$ cat config.mk
export PLATFORM = sky130hd
export DESIGN_NAME = qam_symbol_scheduler
export DESIGN_NICKNAME = d
export VERILOG_FILES = /design/src/rtl/qam_symbol_scheduler_pkg.sv /design/src/rtl/qam_symbol_scheduler_fifo.sv /design/src/rtl/qam_symbol_scheduler.sv
export SDC_FILE = /design/constraint.sdc
export NUM_CORES = 1
export LEC_CHECK = 0
export ABC_CLOCK_PERIOD_IN_PS = 3700
export BUFFER_PORTS_ARGS = -buffer_cell sky130_fd_sc_hd__buf_2
export CAP_MARGIN = 30
export CORE_MARGIN = 3
export CORE_UTILIZATION = 50
export CTS_BUF_LIST = sky130_fd_sc_hd__clkbuf_4
export DETAILED_ROUTE_END_ITERATION = 8
export PLACE_DENSITY = 0.83
export SYNTH_ARGS = -nofsm -noshare
export SYNTH_HDL_FRONTEND = slang
export SYNTH_SLANG_ARGS = --single-unit
$ cat constraint.sdc
create_clock -name ipClk -period 3.7 [get_ports ipClk]
set_input_delay 0.74 -clock ipClk [delete_from_list [all_inputs] [get_ports ipClk]]
set_output_delay 0.74 -clock ipClk [all_outputs]
set_load 0.05 [all_outputs]
$ cat src/rtl/qam_symbol_scheduler_pkg.sv
// Shared types and constants for the QAM symbol scheduler.
// The state enum, the preamble symbols and a saturating counter helper live here.
package Structures;

  typedef enum logic [1:0] {
    IDLE     = 2'd0,
    PREAMBLE = 2'd1,
    DATA     = 2'd2
  } SCHED_STATE;

  localparam logic [3:0] PREAMBLE_SYM_A = 4'h0;
  localparam logic [3:0] PREAMBLE_SYM_B = 4'hF;

  function automatic logic [15:0] sat_inc16(input logic [15:0] value);
    return (value == 16'hFFFF) ? value : value + 16'd1;
  endfunction

endpackage

$ cat src/rtl/qam_symbol_scheduler_fifo.sv
// First-word-fall-through symbol buffer with occupancy and registered ready.
// Pushes into a full buffer and pops from an empty one are ignored here.
module SymbolFIFO #(
  parameter int DEPTH = 16,
  parameter int W     = 4
) (
  input  logic                       clk,
  input  logic                       rst_n,
  input  logic                       push,
  input  logic                       pop,
  input  logic [W-1:0]               din,
  output logic [W-1:0]               dout,
  output logic [$clog2(DEPTH):0]     level,
  output logic                       full,
  output logic                       empty,
  output logic                       ready
);

  localparam int AW = $clog2(DEPTH);
  localparam int LW = AW + 1;

  logic [W-1:0]  mem [DEPTH];
  logic [AW-1:0] wr_ptr_r;
  logic [AW-1:0] rd_ptr_r;
  logic [LW-1:0] level_r;
  logic [LW-1:0] level_nxt_s;
  logic          ready_r;
  logic          push_ok_s;
  logic          pop_ok_s;

  assign full      = (level_r == LW'(DEPTH));
  assign empty     = (level_r == {LW{1'b0}});
  assign push_ok_s = push && !full;
  assign pop_ok_s  = pop && !empty;
  assign dout      = mem[rd_ptr_r];
  assign level     = level_r;
  assign ready     = ready_r;

  // Occupancy after this cycle's accepted push and pop.
  always_comb begin
    level_nxt_s = level_r;
    case ({push_ok_s, pop_ok_s})
      2'b10:   level_nxt_s = level_r + LW'(1);
      2'b01:   level_nxt_s = level_r - LW'(1);
      default: level_nxt_s = level_r;
    endcase
  end

  // Pointers wrap naturally because DEPTH is a power of two.
  always_ff @(posedge clk or negedge rst_n) begin
    if (!rst_n) begin
      wr_ptr_r <= {AW{1'b0}};
      rd_ptr_r <= {AW{1'b0}};
      level_r  <= {LW{1'b0}};
      ready_r  <= 1'b0;
    end else begin
      if (push_ok_s) wr_ptr_r <= wr_ptr_r + AW'(1);
      if (pop_ok_s)  rd_ptr_r <= rd_ptr_r + AW'(1);
      level_r <= level_nxt_s;
      ready_r <= (level_nxt_s < LW'(DEPTH));
    end
  end

  // Storage array; contents are only meaningful below the level.
  always_ff @(posedge clk) begin
    if (push_ok_s) mem[wr_ptr_r] <= din;
  end

endmodule

$ cat src/rtl/qam_symbol_scheduler.sv
// Paces buffered symbols to the QAM modulator, one every P clocks, behind a
// programmable alternating preamble; counts underflowed bursts and dropped pushes.
module qam_symbol_scheduler
  import Structures::*;
#(
  parameter int FIFO_DEPTH = 16,
  parameter int PERIOD_W   = 16
) (
  input  logic                          ipClk,
  input  logic                          ipReset,
  input  logic                          ipEnable,
  input  logic [PERIOD_W-1:0]           ipSymbolPeriod,
  input  logic [3:0]                    ipPreambleLen,
  input  logic [3:0]                    ipQAMBlock,
  input  logic                          ipQAMBlockValid,
  output logic                          opQAMBlockReady,
  output logic [3:0]                    opQAMBlock,
  output logic                          opQAMBlockValid,
  output logic                          opBusy,
  output logic [$clog2(FIFO_DEPTH):0]   opFIFO_Level,
  output logic [15:0]                   opUnderflowCount,
  output logic [15:0]                   opOverflowCount
);

  SCHED_STATE          state_r, state_n;
  logic [PERIOD_W-1:0] cnt_r, cnt_n;
  logic [PERIOD_W-1:0] reload_s;
  logic [3:0]          pre_left_r, pre_left_n;
  logic                pre_phase_r, pre_phase_n;
  logic [3:0]          sym_r, sym_n;
  logic                valid_r, valid_n;
  logic                busy_r, busy_n;
  logic [15:0]         und_r, und_n;
  logic [15:0]         ovf_r, ovf_n;
  logic                pop_s;
  logic [3:0]          head_s;
  logic                full_s;
  logic                empty_s;

  SymbolFIFO #(.DEPTH(FIFO_DEPTH), .W(4)) u_fifo (
    .clk   (ipClk),
    .rst_n (ipReset),
    .push  (ipQAMBlockValid),
    .pop   (pop_s),
    .din   (ipQAMBlock),
    .dout  (head_s),
    .level (opFIFO_Level),
    .full  (full_s),
    .empty (empty_s),
    .ready (opQAMBlockReady)
  );

  // Periods of 0 and 1 are clamped to 2; the counter reloads P-1.
  assign reload_s = ((ipSymbolPeriod < PERIOD_W'(2)) ? PERIOD_W'(2) : ipSymbolPeriod) - PERIOD_W'(1);

  // Next-state and strobe decisions; a strobe point is a zero count.
  always_comb begin
    state_n     = state_r;
    cnt_n       = cnt_r;
    pre_left_n  = pre_left_r;
    pre_phase_n = pre_phase_r;
    sym_n       = sym_r;
    valid_n     = 1'b0;
    und_n       = und_r;
    pop_s       = 1'b0;
    ovf_n       = (ipQAMBlockValid && full_s) ? sat_inc16(ovf_r) : ovf_r;
    case (state_r)
      IDLE: begin
        if (ipEnable && !empty_s) begin
          cnt_n       = reload_s;
          pre_left_n  = ipPreambleLen;
          pre_phase_n = 1'b0;
          state_n     = (ipPreambleLen == 4'd0) ? DATA : PREAMBLE;
        end else begin
          state_n = IDLE;
        end
      end
      PREAMBLE: begin
        if (cnt_r != {PERIOD_W{1'b0}}) begin
          cnt_n = cnt_r - PERIOD_W'(1);
        end else if (!ipEnable) begin
          state_n = IDLE;
        end else begin
          valid_n     = 1'b1;
          sym_n       = pre_phase_r ? PREAMBLE_SYM_B : PREAMBLE_SYM_A;
          pre_phase_n = ~pre_phase_r;
          pre_left_n  = pre_left_r - 4'd1;
          cnt_n       = reload_s;
          state_n     = (pre_left_r == 4'd1) ? DATA : PREAMBLE;
        end
      end
      DATA: begin
        if (cnt_r != {PERIOD_W{1'b0}}) begin
          cnt_n = cnt_r - PERIOD_W'(1);
        end else if (!ipEnable) begin
          state_n = IDLE;
        end else if (!empty_s) begin
          pop_s   = 1'b1;
          valid_n = 1'b1;
          sym_n   = head_s;
          cnt_n   = reload_s;
        end else begin
          und_n   = sat_inc16(und_r);
          state_n = IDLE;
        end
      end
      default: begin
        state_n = IDLE;
      end
    endcase
    busy_n = (state_n != IDLE);
  end

  // State and output registers.
  always_ff @(posedge ipClk or negedge ipReset) begin
    if (!ipReset) begin
      state_r     <= IDLE;
      cnt_r       <= {PERIOD_W{1'b0}};
      pre_left_r  <= 4'd0;
      pre_phase_r <= 1'b0;
      sym_r       <= 4'h0;
      valid_r     <= 1'b0;
      busy_r      <= 1'b0;
      und_r       <= 16'd0;
      ovf_r       <= 16'd0;
    end else begin
      state_r     <= state_n;
      cnt_r       <= cnt_n;
      pre_left_r  <= pre_left_n;
      pre_phase_r <= pre_phase_n;
      sym_r       <= sym_n;
      valid_r     <= valid_n;
      busy_r      <= busy_n;
      und_r       <= und_n;
      ovf_r       <= ovf_n;
    end
  end

  assign opQAMBlock       = sym_r;
  assign opQAMBlockValid  = valid_r;
  assign opBusy           = busy_r;
  assign opUnderflowCount = und_r;
  assign opOverflowCount  = ovf_r;

endmodule

==> flow_summary.html, run 1 <==
<table>
<tr><th>Metric</th><th>Value</th></tr>
<tr><th colspan="2">Outcome</th></tr>
<tr><td>Run status</td><td>finished clean</td></tr>
<tr><th colspan="2">Synth</th></tr>
<tr><td>Fraction of post-synthesis cell area in the top cell type by area</td><td>0.270</td></tr>
<tr><td>Ranking of synthesized cells by area</td><td>sky130_fd_sc_hd__edfxtp_1 (27%), sky130_fd_sc_hd__dfrtp_1 (26%), sky130_fd_sc_hd__mux4_2 (5.1%)</td></tr>
<tr><td>Post-synth design cell area</td><td>7130 um^2</td></tr>
<tr><td>FF+latch count, synth</td><td>139</td></tr>
<tr><td>Fraction of synthesis flops using an asynchronous set or reset pin</td><td>0.540</td></tr>
<tr><td>Cell accounting for the most synthesized area</td><td>sky130_fd_sc_hd__edfxtp_1</td></tr>
<tr><td>Synthesized area divided by synthesized cell count</td><td>11.6 um^2</td></tr>
<tr><td>Sequential cell area fraction in the yosys report</td><td>0.533</td></tr>
<tr><td>Post-Syn Nets</td><td>between 600 and 700</td></tr>
<tr><td>Synth warn</td><td>0</td></tr>
<tr><td>Number of synthesized flops with an enable pin</td><td>64</td></tr>
<tr><td>Number of distinct library cells after synthesis</td><td>67</td></tr>
<tr><td>Ys flop type</td><td>sky130_fd_sc_hd__dfrtp_1</td></tr>
<tr><td>Number of cells produced by synthesis</td><td>around 620</td></tr>
<tr><th colspan="2">Global route</th></tr>
<tr><td>Total grt overflow</td><td>0</td></tr>
<tr><td>Largest net degree at the start of global routing</td><td>76</td></tr>
<tr><td>Overall Global Routing Usage</td><td>0.206</td></tr>
<tr><td>Number of global-route vias before repair</td><td>roughly 5400</td></tr>
<tr><td>Number of antenna violations at the first check in global routing</td><td>0</td></tr>
<tr><td>Global-route wire length before repair</td><td>between 20000 and 30000 um</td></tr>
<tr><th colspan="2">Timing</th></tr>
<tr><td>Setup tns final</td><td>0 ns</td></tr>
<tr><td>Slew at the pin closest to its max-slew limit</td><td>0.831 ns</td></tr>
<tr><td>RSZ-0062 raised after global routing</td><td>no</td></tr>
<tr><td>Final Hold Fails</td><td>0</td></tr>
<tr><td>Worst hold margin</td><td>0.493 ns</td></tr>
<tr><td>Setup slack after layout</td><td>between 0.3 and 0.4 ns</td></tr>
<tr><td>Final worst path period need</td><td>around 3.4 ns</td></tr>
<tr><td>Setup violation total in the final timing report</td><td>0</td></tr>
<tr><td>Worst Clk Skew</td><td>~0.022 ns</td></tr>
<tr><td>Share of the clock period used by the worst path</td><td>0.919</td></tr>
<tr><td>Peak Freq</td><td>a little under 300 MHz</td></tr>
<tr><td>Max-slew violation count</td><td>0</td></tr>
<tr><td>Max-Slew Margin vs Limit</td><td>0.446</td></tr>
<tr><th colspan="2">Setup path</th></tr>
<tr><td>Buffers and inverters on the worst path</td><td>1</td></tr>
<tr><td>Sequence of cells on the critical path</td><td>or4_4, nor4_2, and2_1, and3_1, ha_1, inv_1, fa_1, nor2b_1, o21ai_0, and3_1, nor3_2, xnor2_1</td></tr>
<tr><td>Critical path data arrival time</td><td>a little under 4 ns</td></tr>
<tr><td>Data required time at the worst endpoint</td><td>4.19 ns</td></tr>
<tr><td>Cell family with the largest share of critical-path delay</td><td>simple AND/OR/NAND/NOR gates</td></tr>
<tr><td>Cell depth of the worst setup path</td><td>12</td></tr>
<tr><td>Maximum fanout count along the critical path</td><td>7</td></tr>
<tr><td>Crit path largest cell delay</td><td>0.62 ns</td></tr>
<tr><td>Slowest stage cell on the critical path</td><td>sky130_fd_sc_hd__or4_4</td></tr>
<tr><td>Type of destination of the critical path</td><td>register</td></tr>
<tr><td>Type of element launching the critical path</td><td>register</td></tr>
<tr><td>Most common cell type on the critical path</td><td>sky130_fd_sc_hd__and3_1</td></tr>
<tr><td>Number of cell instances on the worst register-to-register path</td><td>12</td></tr>
<tr><td>WS Path Type</td><td>register to register</td></tr>
<tr><th colspan="2">Finish</th></tr>
<tr><td>Area growth from synthesis to layout</td><td>13.2%</td></tr>
<tr><td>Commonest cells after routing, fill and taps aside</td><td>sky130_fd_sc_hd__dfrtp_1 (75), sky130_fd_sc_hd__buf_2 (70), sky130_fd_sc_hd__edfxtp_1 (64)</td></tr>
<tr><td>Proportion of layout cells with a drive suffix above 1</td><td>0.214</td></tr>
<tr><td>Final std cells w/o fill</td><td>between 800 and 900</td></tr>
<tr><td>Most frequent standard cell in the layout excluding fill and tap cells</td><td>sky130_fd_sc_hd__dfrtp_1</td></tr>
<tr><td>Number of antenna repair diodes</td><td>0</td></tr>
<tr><td>Post-layout utilization of the core</td><td>0.593</td></tr>
<tr><td>Non-Filler Cell Area, Final</td><td>~8100 um^2</td></tr>
<tr><td>Layout Nets</td><td>between 700 and 800</td></tr>
<tr><th colspan="2">Die</th></tr>
<tr><td>Effective utilization at floorplan</td><td>0.524</td></tr>
<tr><td>Die Width</td><td>125 um</td></tr>
<tr><td>Placeable core region</td><td>between 10000 and 15000 um^2</td></tr>
<tr><td>Vertical extent of the die</td><td>between 100 and 150 um</td></tr>
<tr><td>Ports</td><td>a little over 70</td></tr>
<tr><td>Area enclosed by the die boundary</td><td>~16000 um^2</td></tr>
<tr><td>Rows</td><td>42</td></tr>
<tr><th colspan="2">Placement</th></tr>
<tr><td>Half-perimeter wire length after placement</td><td>~11000 um</td></tr>
<tr><td>I/O Buffers</td><td>a little over 70</td></tr>
<tr><td>Placed Instances</td><td>847</td></tr>
<tr><td>Worst setup slack before clock tree synthesis</td><td>~0.16 ns</td></tr>
<tr><td>Placer's final routability congestion estimate</td><td>between 0.8 and 0.9</td></tr>
<tr><td>Cell area reported after detailed placement</td><td>7680 um^2</td></tr>
<tr><th colspan="2">Route</th></tr>
<tr><td>Number of nets with antenna violations after detailed routing</td><td>0</td></tr>
<tr><td>Routed wire length per instance</td><td>roughly 18 um</td></tr>
<tr><td>Number of vias per cell</td><td>about 6.2</td></tr>
<tr><td>First-pass DRT Iterations</td><td>8</td></tr>
<tr><td>Detailed-route DRC error count</td><td>0</td></tr>
<tr><td>Routed wire length</td><td>around 16000 um</td></tr>
<tr><td>Uppermost layer routed</td><td>met4</td></tr>
<tr><td>Met2 wire len</td><td>around 8200 um</td></tr>
<tr><td>Detailed-route wire length on metal 1</td><td>6600 um</td></tr>
<tr><td>Starting DRT DRC Count</td><td>610</td></tr>
<tr><td>Vias</td><td>around 5400</td></tr>
<tr><td>Met3 WL</td><td>about 860 um</td></tr>
<tr><th colspan="2">Clock tree</th></tr>
<tr><td>CTS tree</td><td>built</td></tr>
<tr><td>Clk slew on worst S/H paths</td><td>0.13 ns</td></tr>
<tr><td>Longest Clk Path Bufs</td><td>2</td></tr>
<tr><td>TritonCTS sink count</td><td>between 100 and 150</td></tr>
<tr><td>Clock root buffer</td><td>sky130_fd_sc_hd__clkbuf_4</td></tr>
<tr><td>Source-to-sink clock delay at the later pin of the worst-skew pair</td><td>approximately 0.57 ns</td></tr>
<tr><td>Total number of H-tree levels</td><td>4</td></tr>
<tr><td>Clock buffers created by TritonCTS</td><td>17</td></tr>
<tr><th colspan="2">Power and ir drop</th></tr>
<tr><td>Final Total Pwr</td><td>approximately 5 mW</td></tr>
<tr><td>Total power per unit cell area</td><td>between 600 and 700 nW/um^2</td></tr>
<tr><td>Lkg Pwr</td><td>around 3.3 nW</td></tr>
<tr><td>Worst-case vdd ir drop</td><td>approximately 0.31 mV</td></tr>
<tr><th colspan="2">Run</th></tr>
<tr><td>Number of max-cap violations</td><td>0</td></tr>
<tr><th colspan="2">Hold path</th></tr>
<tr><td>Worst min-delay path class</td><td>register to register</td></tr>
<tr><td>Worst Hold Depth</td><td>1</td></tr>
</table>
## metal layers
layer / track usage / vias up
li1: - / 2482
met1: 0.250 / 2701
met2: 0.353 / 209
met3: 0.0461 / 43
met4: 0.0893 / 0
met5: 0 / -
## flip-flops by register name, indices dropped and copies added (netlist names)
register,cells
u_fifo.mem,64
cnt_r,16
opOverflowCount,16
opUnderflowCount,16
u_fifo.level,5
opQAMBlock,4
pre_left_r,4
u_fifo.rd_ptr_r,4
u_fifo.wr_ptr_r,4
state_r,2
opBusy,1
opQAMBlockValid,1
pre_phase_r,1
u_fifo.ready,1
## worst paths after layout
kind,startpoint,to,slack (ns)
worst max-delay path,cnt_r[11]$_DFFE_PN0P_,u_fifo.level[4]$_DFF_PN0_,0.30
worst min-delay path,opUnderflowCount[12]$_DFFE_PN0P_,opUnderflowCount[12]$_DFFE_PN0P_,0.49
worst max register to register,cnt_r[11]$_DFFE_PN0P_,u_fifo.level[4]$_DFF_PN0_,0.30
worst min register to register,opUnderflowCount[12]$_DFFE_PN0P_,opUnderflowCount[12]$_DFFE_PN0P_,0.49
max in group asynchronous,ipReset,opOverflowCount[14]$_DFFE_PN0P_,2.64
min in group asynchronous,ipReset,cnt_r[11]$_DFFE_PN0P_,0.50
## synthesized netlist by cell type (5+ instances only)
library cell / instances
sky130_fd_sc_hd__dfrtp_1: 75
sky130_fd_sc_hd__edfxtp_1: 64
sky130_fd_sc_hd__nand2_1: 40
sky130_fd_sc_hd__nor2_1: 38
sky130_fd_sc_hd__xnor2_1: 31
sky130_fd_sc_hd__a21oi_1: 29
sky130_fd_sc_hd__nand3_1: 27
sky130_fd_sc_hd__nor3_1: 27
sky130_fd_sc_hd__ha_1: 21
sky130_fd_sc_hd__nand4_1: 21
sky130_fd_sc_hd__o21ai_0: 21
sky130_fd_sc_hd__xor2_1: 18
sky130_fd_sc_hd__and3_1: 17
sky130_fd_sc_hd__clkbuf_1: 17
sky130_fd_sc_hd__inv_1: 17
sky130_fd_sc_hd__mux4_2: 16
sky130_fd_sc_hd__nor4_1: 9
sky130_fd_sc_hd__or3_1: 9
sky130_fd_sc_hd__nand2b_1: 7
sky130_fd_sc_hd__a211oi_1: 6
sky130_fd_sc_hd__and2_1: 6
sky130_fd_sc_hd__and4_1: 6
sky130_fd_sc_hd__buf_2: 6
sky130_fd_sc_hd__mux2_2: 6
sky130_fd_sc_hd__a22oi_1: 5
## power breakdown
| group | switching [mW] | leakage [nW] | internal [mW] | total [mW] |
|---|---|---|---|---|
| Sequential | 0.290 | 1.53 | 1.89 | 2.18 |
| Combinational | 0.991 | 1.54 | 0.543 | 1.53 |
| Clock | 0.600 | 0.172 | 0.548 | 1.15 |
## timing repair
item,in CTS,in global routing
setup buffers,0,0
hold buffers,0,1
endpoints found under the hold margin,0,2
setup endpoints to repair,0,2
gates resized for setup,0,2
## cell families (layout without fill, tap and decap cells)
group | after synthesis | after routing | share of synthesized area
AOI/OAI and AO/OA | 103 | 103 | 0.0948
muxes | 24 | 24 | 0.0629
xor gates and xnor gates | 49 | 49 | 0.0602
DFF | 139 | 139 | 0.533
buffers and inverters | 43 | 133 | 0.0248
and+or+nand+nor | 235 | 235 | 0.185
adders and majority gates | 22 | 22 | 0.0397
## cell type report
| class | instances | area (um^2) |
|---|---|---|
| fillers | 1045 | 5550 |
| inverters | 17 | 63.8 |
| well taps | 176 | 220 |
| clock buffers | 17 | 128 |
| repair buffers | 84 | 478 |
| multi-input cells | 433 | 3170 |
| flip-flops and latches | 139 | 3800 |
| clock inverters | 15 | 209 |
No activity file was read; power rests on OpenSTA's default activity.
==> run 2, diff against run 1 <==
--- a/config.mk
+++ b/config.mk
@@ -10,9 +10,10 @@
 export CAP_MARGIN = 30
 export CORE_MARGIN = 3
 export CORE_UTILIZATION = 50
-export CTS_BUF_LIST = sky130_fd_sc_hd__clkbuf_4
+export CTS_BUF_LIST = sky130_fd_sc_hd__clkbuf_8
 export DETAILED_ROUTE_END_ITERATION = 8
 export PLACE_DENSITY = 0.83
+export RECOVER_POWER = 50
 export SYNTH_ARGS = -nofsm -noshare
 export SYNTH_HDL_FRONTEND = slang
 export SYNTH_SLANG_ARGS = --single-unit
==> run 2 against run 1 <==
- the flow now finishes with violations (capacitance limit, slew limit)
- clock power rose by 20%
- hold slack worse by 0.42 ns
- clock skew is 0.0090 ns lower
- sequential cell count is the same
- clock-buffer cell count unchanged
- sequential share of layout area fell by 0.22 points
==> flow_summary.html, run 2 (synthesis gave the netlist of run 1 again) <==
<table>
<tr><th>Metric</th><th>Value</th></tr>
<tr><th colspan="2">Power and ir drop</th></tr>
<tr><td>Power share of the combinational group</td><td>0.302</td></tr>
<tr><td>Switching Fraction</td><td>0.378</td></tr>
<tr><td>Proportion of power drawn by the clock network</td><td>0.271</td></tr>
<tr><td>Cell Int Power</td><td>roughly 3.2 mW</td></tr>
<tr><td>Worst-case vdd ir drop</td><td>approximately 0.28 mV</td></tr>
<tr><td>Switching power summed over all nets</td><td>roughly 1.9 mW</td></tr>
<tr><td>Final Total Pwr</td><td>a little over 5 mW</td></tr>
<tr><td>Sequential share of power</td><td>0.428</td></tr>
<tr><td>Total power per unit cell area</td><td>630 nW/um^2</td></tr>
<tr><td>Lkg Pwr</td><td>approximately 3.2 nW</td></tr>
<tr><th colspan="2">Route</th></tr>
<tr><td>Starting DRT DRC Count</td><td>~580</td></tr>
<tr><td>Number of vias per cell</td><td>around 6.2</td></tr>
<tr><td>Number of nets with antenna violations after detailed routing</td><td>0</td></tr>
<tr><td>First-pass DRT Iterations</td><td>5</td></tr>
<tr><td>Routed wire length</td><td>about 17000 um</td></tr>
<tr><td>Routed wire length per instance</td><td>about 19 um</td></tr>
<tr><td>Detailed-route DRC error count</td><td>0</td></tr>
<tr><td>Vias</td><td>~5400</td></tr>
<tr><th colspan="2">Timing</th></tr>
<tr><td>RSZ-0062 raised after global routing</td><td>no</td></tr>
<tr><td>Max-slew violation count</td><td>74</td></tr>
<tr><td>Final Hold Fails</td><td>0</td></tr>
<tr><td>Peak Freq</td><td>slightly below 300 MHz</td></tr>
<tr><td>Setup violation total in the final timing report</td><td>0</td></tr>
<tr><td>Final worst path period need</td><td>~3.4 ns</td></tr>
<tr><td>Share of the clock period used by the worst path</td><td>0.923</td></tr>
<tr><td>Worst Clk Skew</td><td>roughly 0.013 ns</td></tr>
<tr><td>Max-Slew Margin vs Limit</td><td>-0.225</td></tr>
<tr><td>Setup tns final</td><td>0 ns</td></tr>
<tr><td>Slew at the pin closest to its max-slew limit</td><td>1.84 ns</td></tr>
<tr><th colspan="2">Global route</th></tr>
<tr><td>Met2 demand-to-capacity share in global routing</td><td>0.365</td></tr>
<tr><td>Global-route met1 utilization</td><td>0.257</td></tr>
<tr><td>Number of antenna violations at the first check in global routing</td><td>0</td></tr>
<tr><td>Overall Global Routing Usage</td><td>0.213</td></tr>
<tr><td>Number of global-route vias before repair</td><td>approximately 5400</td></tr>
<tr><td>Met3 track demand over resource</td><td>0.0473</td></tr>
<tr><td>Largest net degree at the start of global routing</td><td>76</td></tr>
<tr><td>Global-route wire length before repair</td><td>~27000 um</td></tr>
<tr><td>Total grt overflow</td><td>0</td></tr>
<tr><td>Layer with the highest usage</td><td>met2</td></tr>
<tr><th colspan="2">Finish</th></tr>
<tr><td>Non-Filler Cell Area, Final</td><td>roughly 8100 um^2</td></tr>
<tr><td>Number of antenna repair diodes</td><td>0</td></tr>
<tr><td>Commonest cells after routing, fill and taps aside</td><td>sky130_fd_sc_hd__dfrtp_1 (75), sky130_fd_sc_hd__edfxtp_1 (64), sky130_fd_sc_hd__buf_2 (44)</td></tr>
<tr><td>Post-layout utilization of the core</td><td>0.595</td></tr>
<tr><td>Sequential cell area</td><td>roughly 3800 um^2</td></tr>
<tr><td>Register name with the most flops</td><td>u_fifo.mem</td></tr>
<tr><td>Most frequent standard cell in the layout excluding fill and tap cells</td><td>sky130_fd_sc_hd__dfrtp_1</td></tr>
<tr><td>Proportion of layout cells with a drive suffix above 1</td><td>0.176</td></tr>
<tr><td>Layout Nets</td><td>approximately 740</td></tr>
<tr><td>Number of fill cells</td><td>~1100</td></tr>
<tr><td>Area growth from synthesis to layout</td><td>13.7%</td></tr>
<tr><td>Flip-flop count of the largest register, all copies and words added</td><td>64</td></tr>
<tr><td>Area of combinational cells with multiple inputs</td><td>~3200 um^2</td></tr>
<tr><td>Final std cells w/o fill</td><td>880</td></tr>
<tr><th colspan="2">Setup path</th></tr>
<tr><td>Maximum fanout count along the critical path</td><td>7</td></tr>
<tr><td>Number of cell instances on the worst register-to-register path</td><td>12</td></tr>
<tr><td>Type of element launching the critical path</td><td>register</td></tr>
<tr><td>Reg2reg start</td><td>cnt_r[11]$_DFFE_PN0P_</td></tr>
<tr><td>Critical path data arrival time</td><td>about 3.8 ns</td></tr>
<tr><td>FF-to-FF setup slack</td><td>0.28 ns</td></tr>
<tr><td>Endpoint of the most critical register-to-register path</td><td>u_fifo.ready$_DFF_PN0_</td></tr>
<tr><td>Data required time at the worst endpoint</td><td>~4.1 ns</td></tr>
<tr><td>Type of destination of the critical path</td><td>register</td></tr>
<tr><td>WS Path Type</td><td>register to register</td></tr>
<tr><th colspan="2">Placement</th></tr>
<tr><td>Placer's final routability congestion estimate</td><td>a little under 0.9</td></tr>
<tr><td>I/O Buffers</td><td>roughly 70</td></tr>
<tr><td>Placed Instances</td><td>roughly 850</td></tr>
<tr><td>Cell area reported after detailed placement</td><td>about 7700 um^2</td></tr>
<tr><td>Half-perimeter wire length after placement</td><td>approximately 11000 um</td></tr>
<tr><th colspan="2">Clock tree</th></tr>
<tr><td>Clock root buffer</td><td>sky130_fd_sc_hd__clkbuf_8</td></tr>
<tr><td>Longest Clk Path Bufs</td><td>2</td></tr>
<tr><td>Source-to-sink clock delay at the later pin of the worst-skew pair</td><td>about 0.46 ns</td></tr>
<tr><td>CTS tree</td><td>built</td></tr>
<tr><td>Total number of H-tree levels</td><td>4</td></tr>
<tr><td>Clock buffers created by TritonCTS</td><td>17</td></tr>
<tr><td>Clk slew on worst S/H paths</td><td>roughly 0.08 ns</td></tr>
<tr><td>TritonCTS sink count</td><td>roughly 140</td></tr>
<tr><th colspan="2">Run</th></tr>
<tr><td>Number of max-cap violations</td><td>1</td></tr>
<tr><th colspan="2">Outcome</th></tr>
<tr><td>Violated checks</td><td>capacitance limit, slew limit</td></tr>
<tr><td>Run status</td><td>finished with violations</td></tr>
<tr><th colspan="2">Die</th></tr>
<tr><td>Effective utilization at floorplan</td><td>0.524</td></tr>
<tr><td>Die Width</td><td>between 100 and 150 um</td></tr>
<tr><td>Placeable core region</td><td>approximately 14000 um^2</td></tr>
<tr><td>Area enclosed by the die boundary</td><td>between 15000 and 20000 um^2</td></tr>
<tr><td>Rows</td><td>42</td></tr>
<tr><td>Vertical extent of the die</td><td>125 um</td></tr>
<tr><td>Ports</td><td>~70</td></tr>
<tr><th colspan="2">Hold path</th></tr>
<tr><td>Worst min-delay path class</td><td>primary input to asynchronous set/reset pin</td></tr>
</table>
-- run 2: stage by stage --
step | setup WS, ns | hold slack [ns]
3_5_place_dp | 0.163 | 0.480
6_report | 0.285 | 0.0779
4_1_cts | 0.132 | 0.442
5_1_grt | 0.0391 | 0.0599
2_1_floorplan | 0.295 | 0.444
3_3_place_gp | 0.260 | 0.471
-- run 2: final cells by class --
class,count,share of cell area
flip-flops and latches,139,0.469
multi-input cells,433,0.391
repair buffers,83,0.0505
clock buffers,17,0.0289
well taps,176,0.0272
clock inverters,15,0.0258
inverters,17,0.00788
-- run 2: worst max-delay path by stage --
stage / startpoint / slack, ns / depth (start not counted) / to
after floorplan: cnt_r[11]$_DFFE_PN0P_ / 0.30 / 13 / u_fifo.level[4]$_DFF_PN0_
after global placement: cnt_r[11]$_DFFE_PN0P_ / 0.26 / 12 / u_fifo.ready$_DFF_PN0_
after detailed placement: cnt_r[11]$_DFFE_PN0P_ / 0.16 / 12 / u_fifo.ready$_DFF_PN0_
after CTS: cnt_r[11]$_DFFE_PN0P_ / 0.13 / 12 / u_fifo.ready$_DFF_PN0_
after global routing: cnt_r[11]$_DFFE_PN0P_ / 0.04 / 12 / u_fifo.level[4]$_DFF_PN0_
final: cnt_r[11]$_DFFE_PN0P_ / 0.28 / 12 / u_fifo.ready$_DFF_PN0_
-- run 2: repair_timing --
item	4_1_cts	5_1_grt
setup buffers	0	0
endpoints found under the hold margin	0	0
hold buffers	0	0
setup endpoints to repair	0	2
resized for setup	0	2
-- run 2: worst max-delay path, cell delays in order (launching register included) --
cell and delay (ns):
sky130_fd_sc_hd__dfrtp_1 0.45, sky130_fd_sc_hd__or4_4 0.63, sky130_fd_sc_hd__nor4_2 0.30, sky130_fd_sc_hd__and2_1 0.25
sky130_fd_sc_hd__and3_1 0.22, sky130_fd_sc_hd__ha_1 0.23, sky130_fd_sc_hd__inv_1 0.10, sky130_fd_sc_hd__fa_1 0.42
sky130_fd_sc_hd__nor2b_1 0.12, sky130_fd_sc_hd__o21ai_0 0.11, sky130_fd_sc_hd__and3_1 0.21, sky130_fd_sc_hd__nor3_2 0.18
sky130_fd_sc_hd__xnor2_1 0.14
-- run 2: power by group through the flow --
| stage | combinational [mW] | sequential (mW) | clock [mW] |
|---|---|---|---|
| floorplan | 0.945 | 2.30 | 0 |
| global placement | 1.44 | 2.18 | 0 |
| detailed placement | 1.51 | 2.20 | 0 |
| CTS | 1.53 | 2.17 | 1.40 |
| global route | 1.68 | 2.22 | 1.47 |
| finish | 1.54 | 2.18 | 1.38 |
-- run 2: layer usage --
metal | vias up | share of wire | wire length (um)
met4 | 0 | 0.028 | 466
met2 | 210 | 0.52 | 8560
met5 | - | 0 | 0
li1 | 2475 | - | -
met3 | 45 | 0.055 | 909
met1 | 2718 | 0.40 | 6640
==> run 3, diff against run 2 <==
--- a/config.mk
+++ b/config.mk
@@ -5,14 +5,14 @@
 export SDC_FILE = /design/constraint.sdc
 export NUM_CORES = 1
 export LEC_CHECK = 0
-export ABC_CLOCK_PERIOD_IN_PS = 3700
+export ABC_CLOCK_PERIOD_IN_PS = 3800
 export BUFFER_PORTS_ARGS = -buffer_cell sky130_fd_sc_hd__buf_2
 export CAP_MARGIN = 30
 export CORE_MARGIN = 3
 export CORE_UTILIZATION = 50
 export CTS_BUF_LIST = sky130_fd_sc_hd__clkbuf_8
 export DETAILED_ROUTE_END_ITERATION = 8
-export PLACE_DENSITY = 0.83
+export PLACE_DENSITY = 0.8
 export RECOVER_POWER = 50
 export SYNTH_ARGS = -nofsm -noshare
 export SYNTH_HDL_FRONTEND = slang
==> constraint.sdc (replaced) <==
create_clock -name ipClk -period 3.8 [get_ports ipClk]
set_input_delay 0.76 -clock ipClk [delete_from_list [all_inputs] [get_ports ipClk]]
set_output_delay 0.76 -clock ipClk [all_outputs]
set_load 0.05 [all_outputs]
==> run 3 against run 2 <==
- the run still ends with capacitance limit, slew limit left
- combinational power decreased by 6%
- fmax fell by 4.0%
- global-route usage is 1.0 points lower
- clock power decreased by 12%
- hold slack improved by 0.074 ns
- cell area down 0.74%
- core utilization decreased by 0.44 points
- via count decreased by 2.8%
- routed wire length shrank 5.9%
- critical path type unchanged
- largest power group unchanged
==> flow_summary.html, run 3 (synthesis gave the netlist of run 1 again) <==
<table>
<tr><th>Metric</th><th>Value</th></tr>
<tr><th colspan="2">Route</th></tr>
<tr><td>Detailed-route DRC error count</td><td>0</td></tr>
<tr><td>Routed wire length per instance</td><td>between 15 and 20 um</td></tr>
<tr><td>Number of nets with antenna violations after detailed routing</td><td>0</td></tr>
<tr><td>Uppermost layer routed</td><td>met4</td></tr>
<tr><td>Starting DRT DRC Count</td><td>~510</td></tr>
<tr><td>Met3 WL</td><td>777 um</td></tr>
<tr><td>Number of vias per cell</td><td>6.03</td></tr>
<tr><td>Vias</td><td>5296</td></tr>
<tr><td>Detailed-route wire length on metal 1</td><td>approximately 6600 um</td></tr>
<tr><td>Met2 wire len</td><td>7940 um</td></tr>
<tr><td>Routed wire length</td><td>~16000 um</td></tr>
<tr><td>First-pass DRT Iterations</td><td>8</td></tr>
<tr><th colspan="2">Die</th></tr>
<tr><td>Die Width</td><td>between 100 and 150 um</td></tr>
<tr><td>Ports</td><td>72</td></tr>
<tr><td>Area enclosed by the die boundary</td><td>15700 um^2</td></tr>
<tr><td>Placeable core region</td><td>13600 um^2</td></tr>
<tr><td>Vertical extent of the die</td><td>125 um</td></tr>
<tr><td>Rows</td><td>42</td></tr>
<tr><td>Effective utilization at floorplan</td><td>0.524</td></tr>
<tr><th colspan="2">Setup path</th></tr>
<tr><td>Crit path largest cell delay</td><td>about 0.63 ns</td></tr>
<tr><td>Sequence of cells on the critical path</td><td>or4_4, nor4_1, and2_1, and3_1, ha_1, inv_1, fa_1, nor2b_1, o21ai_0, and3_1, nor3_2, xnor2_1</td></tr>
<tr><td>Maximum fanout count along the critical path</td><td>7</td></tr>
<tr><td>Slowest stage cell on the critical path</td><td>sky130_fd_sc_hd__or4_4</td></tr>
<tr><td>Data required time at the worst endpoint</td><td>around 4.2 ns</td></tr>
<tr><td>Endpoint of the most critical register-to-register path</td><td>u_fifo.level[4]$_DFF_PN0_</td></tr>
<tr><td>Cell depth of the worst setup path</td><td>12</td></tr>
<tr><td>Reg2reg start</td><td>cnt_r[11]$_DFFE_PN0P_</td></tr>
<tr><td>Critical path data arrival time</td><td>roughly 3.9 ns</td></tr>
<tr><td>Cell family with the largest share of critical-path delay</td><td>simple AND/OR/NAND/NOR gates</td></tr>
<tr><td>FF-to-FF setup slack</td><td>~0.24 ns</td></tr>
<tr><td>Number of cell instances on the worst register-to-register path</td><td>12</td></tr>
<tr><td>Type of element launching the critical path</td><td>register</td></tr>
<tr><td>Type of destination of the critical path</td><td>register</td></tr>
<tr><td>Most common cell type on the critical path</td><td>sky130_fd_sc_hd__and3_1</td></tr>
<tr><td>Buffers and inverters on the worst path</td><td>1</td></tr>
<tr><td>WS Path Type</td><td>register to register</td></tr>
<tr><th colspan="2">Placement</th></tr>
<tr><td>I/O Buffers</td><td>approximately 70</td></tr>
<tr><td>Half-perimeter wire length after placement</td><td>11100 um</td></tr>
<tr><td>Placer's final routability congestion estimate</td><td>between 0.8 and 0.9</td></tr>
<tr><td>Cell area reported after detailed placement</td><td>7670 um^2</td></tr>
<tr><td>Placed Instances</td><td>about 850</td></tr>
<tr><th colspan="2">Global route</th></tr>
<tr><td>Total grt overflow</td><td>0</td></tr>
<tr><td>Largest net degree at the start of global routing</td><td>76</td></tr>
<tr><td>Number of global-route vias before repair</td><td>~5200</td></tr>
<tr><td>Global-route wire length before repair</td><td>between 20000 and 30000 um</td></tr>
<tr><td>Overall Global Routing Usage</td><td>0.203</td></tr>
<tr><td>Number of antenna violations at the first check in global routing</td><td>0</td></tr>
<tr><th colspan="2">Run</th></tr>
<tr><td>Number of max-cap violations</td><td>1</td></tr>
<tr><th colspan="2">Finish</th></tr>
<tr><td>Non-Filler Cell Area, Final</td><td>8040 um^2</td></tr>
<tr><td>Layout Nets</td><td>740</td></tr>
<tr><td>Register name with the most flops</td><td>u_fifo.mem</td></tr>
<tr><td>Commonest cells after routing, fill and taps aside</td><td>sky130_fd_sc_hd__dfrtp_1 (75), sky130_fd_sc_hd__edfxtp_1 (64), sky130_fd_sc_hd__buf_2 (46)</td></tr>
<tr><td>Area growth from synthesis to layout</td><td>12.9%</td></tr>
<tr><td>Most frequent standard cell in the layout excluding fill and tap cells</td><td>sky130_fd_sc_hd__dfrtp_1</td></tr>
<tr><td>Number of fill cells</td><td>roughly 1100</td></tr>
<tr><td>Sequential cell area</td><td>between 3000 and 4000 um^2</td></tr>
<tr><td>Final std cells w/o fill</td><td>between 800 and 900</td></tr>
<tr><td>Area of combinational cells with multiple inputs</td><td>between 3000 and 4000 um^2</td></tr>
<tr><td>Proportion of layout cells with a drive suffix above 1</td><td>0.172</td></tr>
<tr><td>Flip-flop count of the largest register, all copies and words added</td><td>64</td></tr>
<tr><td>Number of antenna repair diodes</td><td>0</td></tr>
<tr><th colspan="2">Clock tree</th></tr>
<tr><td>TritonCTS sink count</td><td>139</td></tr>
<tr><td>Clock buffers created by TritonCTS</td><td>17</td></tr>
<tr><td>Longest Clk Path Bufs</td><td>2</td></tr>
<tr><td>Total number of H-tree levels</td><td>4</td></tr>
<tr><td>CTS tree</td><td>built</td></tr>
<tr><td>Source-to-sink clock delay at the later pin of the worst-skew pair</td><td>between 0.4 and 0.5 ns</td></tr>
<tr><td>Clock root buffer</td><td>sky130_fd_sc_hd__clkbuf_8</td></tr>
<tr><td>Total setup buffers inserted after CTS</td><td>0</td></tr>
<tr><td>Clk slew on worst S/H paths</td><td>0.08 ns</td></tr>
<tr><th colspan="2">Power and ir drop</th></tr>
<tr><td>Lkg Pwr</td><td>roughly 3.2 nW</td></tr>
<tr><td>Total power per unit cell area</td><td>about 590 nW/um^2</td></tr>
<tr><td>Final Total Pwr</td><td>4.78 mW</td></tr>
<tr><td>Worst-case vdd ir drop</td><td>0.308 mV</td></tr>
<tr><th colspan="2">Hold path</th></tr>
<tr><td>Worst min-delay path class</td><td>primary input to asynchronous set/reset pin</td></tr>
<tr><th colspan="2">Timing</th></tr>
<tr><td>Worst hold margin</td><td>between 0.15 and 0.2 ns</td></tr>
<tr><td>Worst Clk Skew</td><td>about 0.013 ns</td></tr>
<tr><td>Share of the clock period used by the worst path</td><td>0.936</td></tr>
<tr><td>Max-slew violation count</td><td>around 70</td></tr>
<tr><td>Final worst path period need</td><td>3.56 ns</td></tr>
<tr><td>RSZ-0062 raised after global routing</td><td>no</td></tr>
<tr><td>Slew at the pin closest to its max-slew limit</td><td>1.77 ns</td></tr>
<tr><td>Setup tns final</td><td>0 ns</td></tr>
<tr><td>Setup violation total in the final timing report</td><td>0</td></tr>
<tr><td>Peak Freq</td><td>between 200 and 300 MHz</td></tr>
<tr><td>Max-Slew Margin vs Limit</td><td>-0.177</td></tr>
<tr><td>Final Hold Fails</td><td>0</td></tr>
<tr><th colspan="2">Outcome</th></tr>
<tr><td>Run status</td><td>finished with violations</td></tr>
<tr><td>Violated checks</td><td>capacitance limit, slew limit</td></tr>
</table>
## run 3: cell count changes in the layout (fill, tap and decap cells not counted), sizes merged
cell	delta
clkbuf	+2
clkinv	+1
inv	-1
buf	-1
bufinv	-2
## run 3: worst register-to-register path: cells and delay by family, from the launching register on
| kind | cells | cell delay (ns) |
|---|---|---|
| AND/OR/NAND/NOR | 7 | 2.07 |
| adder cells (fa/ha/maj) | 2 | 0.64 |
| flip-flops | 1 | 0.43 |
| XOR/XNOR | 1 | 0.15 |
| AO/OA/AOI/OAI | 1 | 0.10 |
| buffers and inverters | 1 | 0.09 |
## run 3: stage by stage
stage | setup WS, ns | utilization
finish | 0.243 | 0.591
global route | 0.0468 | 0.591
CTS | 0.247 | 0.593
detailed placement | 0.264 | 0.564
global placement | 0.380 | 0.564
floorplan | 0.395 | -
## run 3: per-layer routing
metal	GRT usage	up-vias
met1	0.254	2621
li1	-	2478
met2	0.337	168
met5	0	-
met3	0.0567	29
met4	0.0746	0
## run 3: where the power goes
group          leakage (nW)  internal, mW  switching (mW)
registers              1.53          1.84           0.280
clock network         0.202         0.622           0.588
logic                  1.43         0.515           0.939
total                  3.16          2.98            1.81
## run 3: worst max path at each step
stage,start,end,slack [ns]
floorplan,cnt_r[11]$_DFFE_PN0P_,u_fifo.level[4]$_DFF_PN0_,0.40
global placement,cnt_r[11]$_DFFE_PN0P_,u_fifo.ready$_DFF_PN0_,0.38
detailed placement,cnt_r[11]$_DFFE_PN0P_,u_fifo.ready$_DFF_PN0_,0.26
CTS,cnt_r[11]$_DFFE_PN0P_,u_fifo.ready$_DFF_PN0_,0.25
global route,cnt_r[11]$_DFFE_PN0P_,u_fifo.ready$_DFF_PN0_,0.05
finish,cnt_r[11]$_DFFE_PN0P_,u_fifo.level[4]$_DFF_PN0_,0.24
## run 3: final cells by class
class | count | area share
sequential | 139 | 0.472
multi-input combinational | 433 | 0.393
timing repair buffer | 82 | 0.0493
clock buffer | 19 | 0.0325
tap | 176 | 0.0274
clock inverter | 13 | 0.0174
inverter | 17 | 0.00793
## run 3: timing repair
action / in CTS / in global routing
endpoints found under the setup margin: 0 / 2
gates resized for setup: 0 / 1
hold buffers: 0 / 0
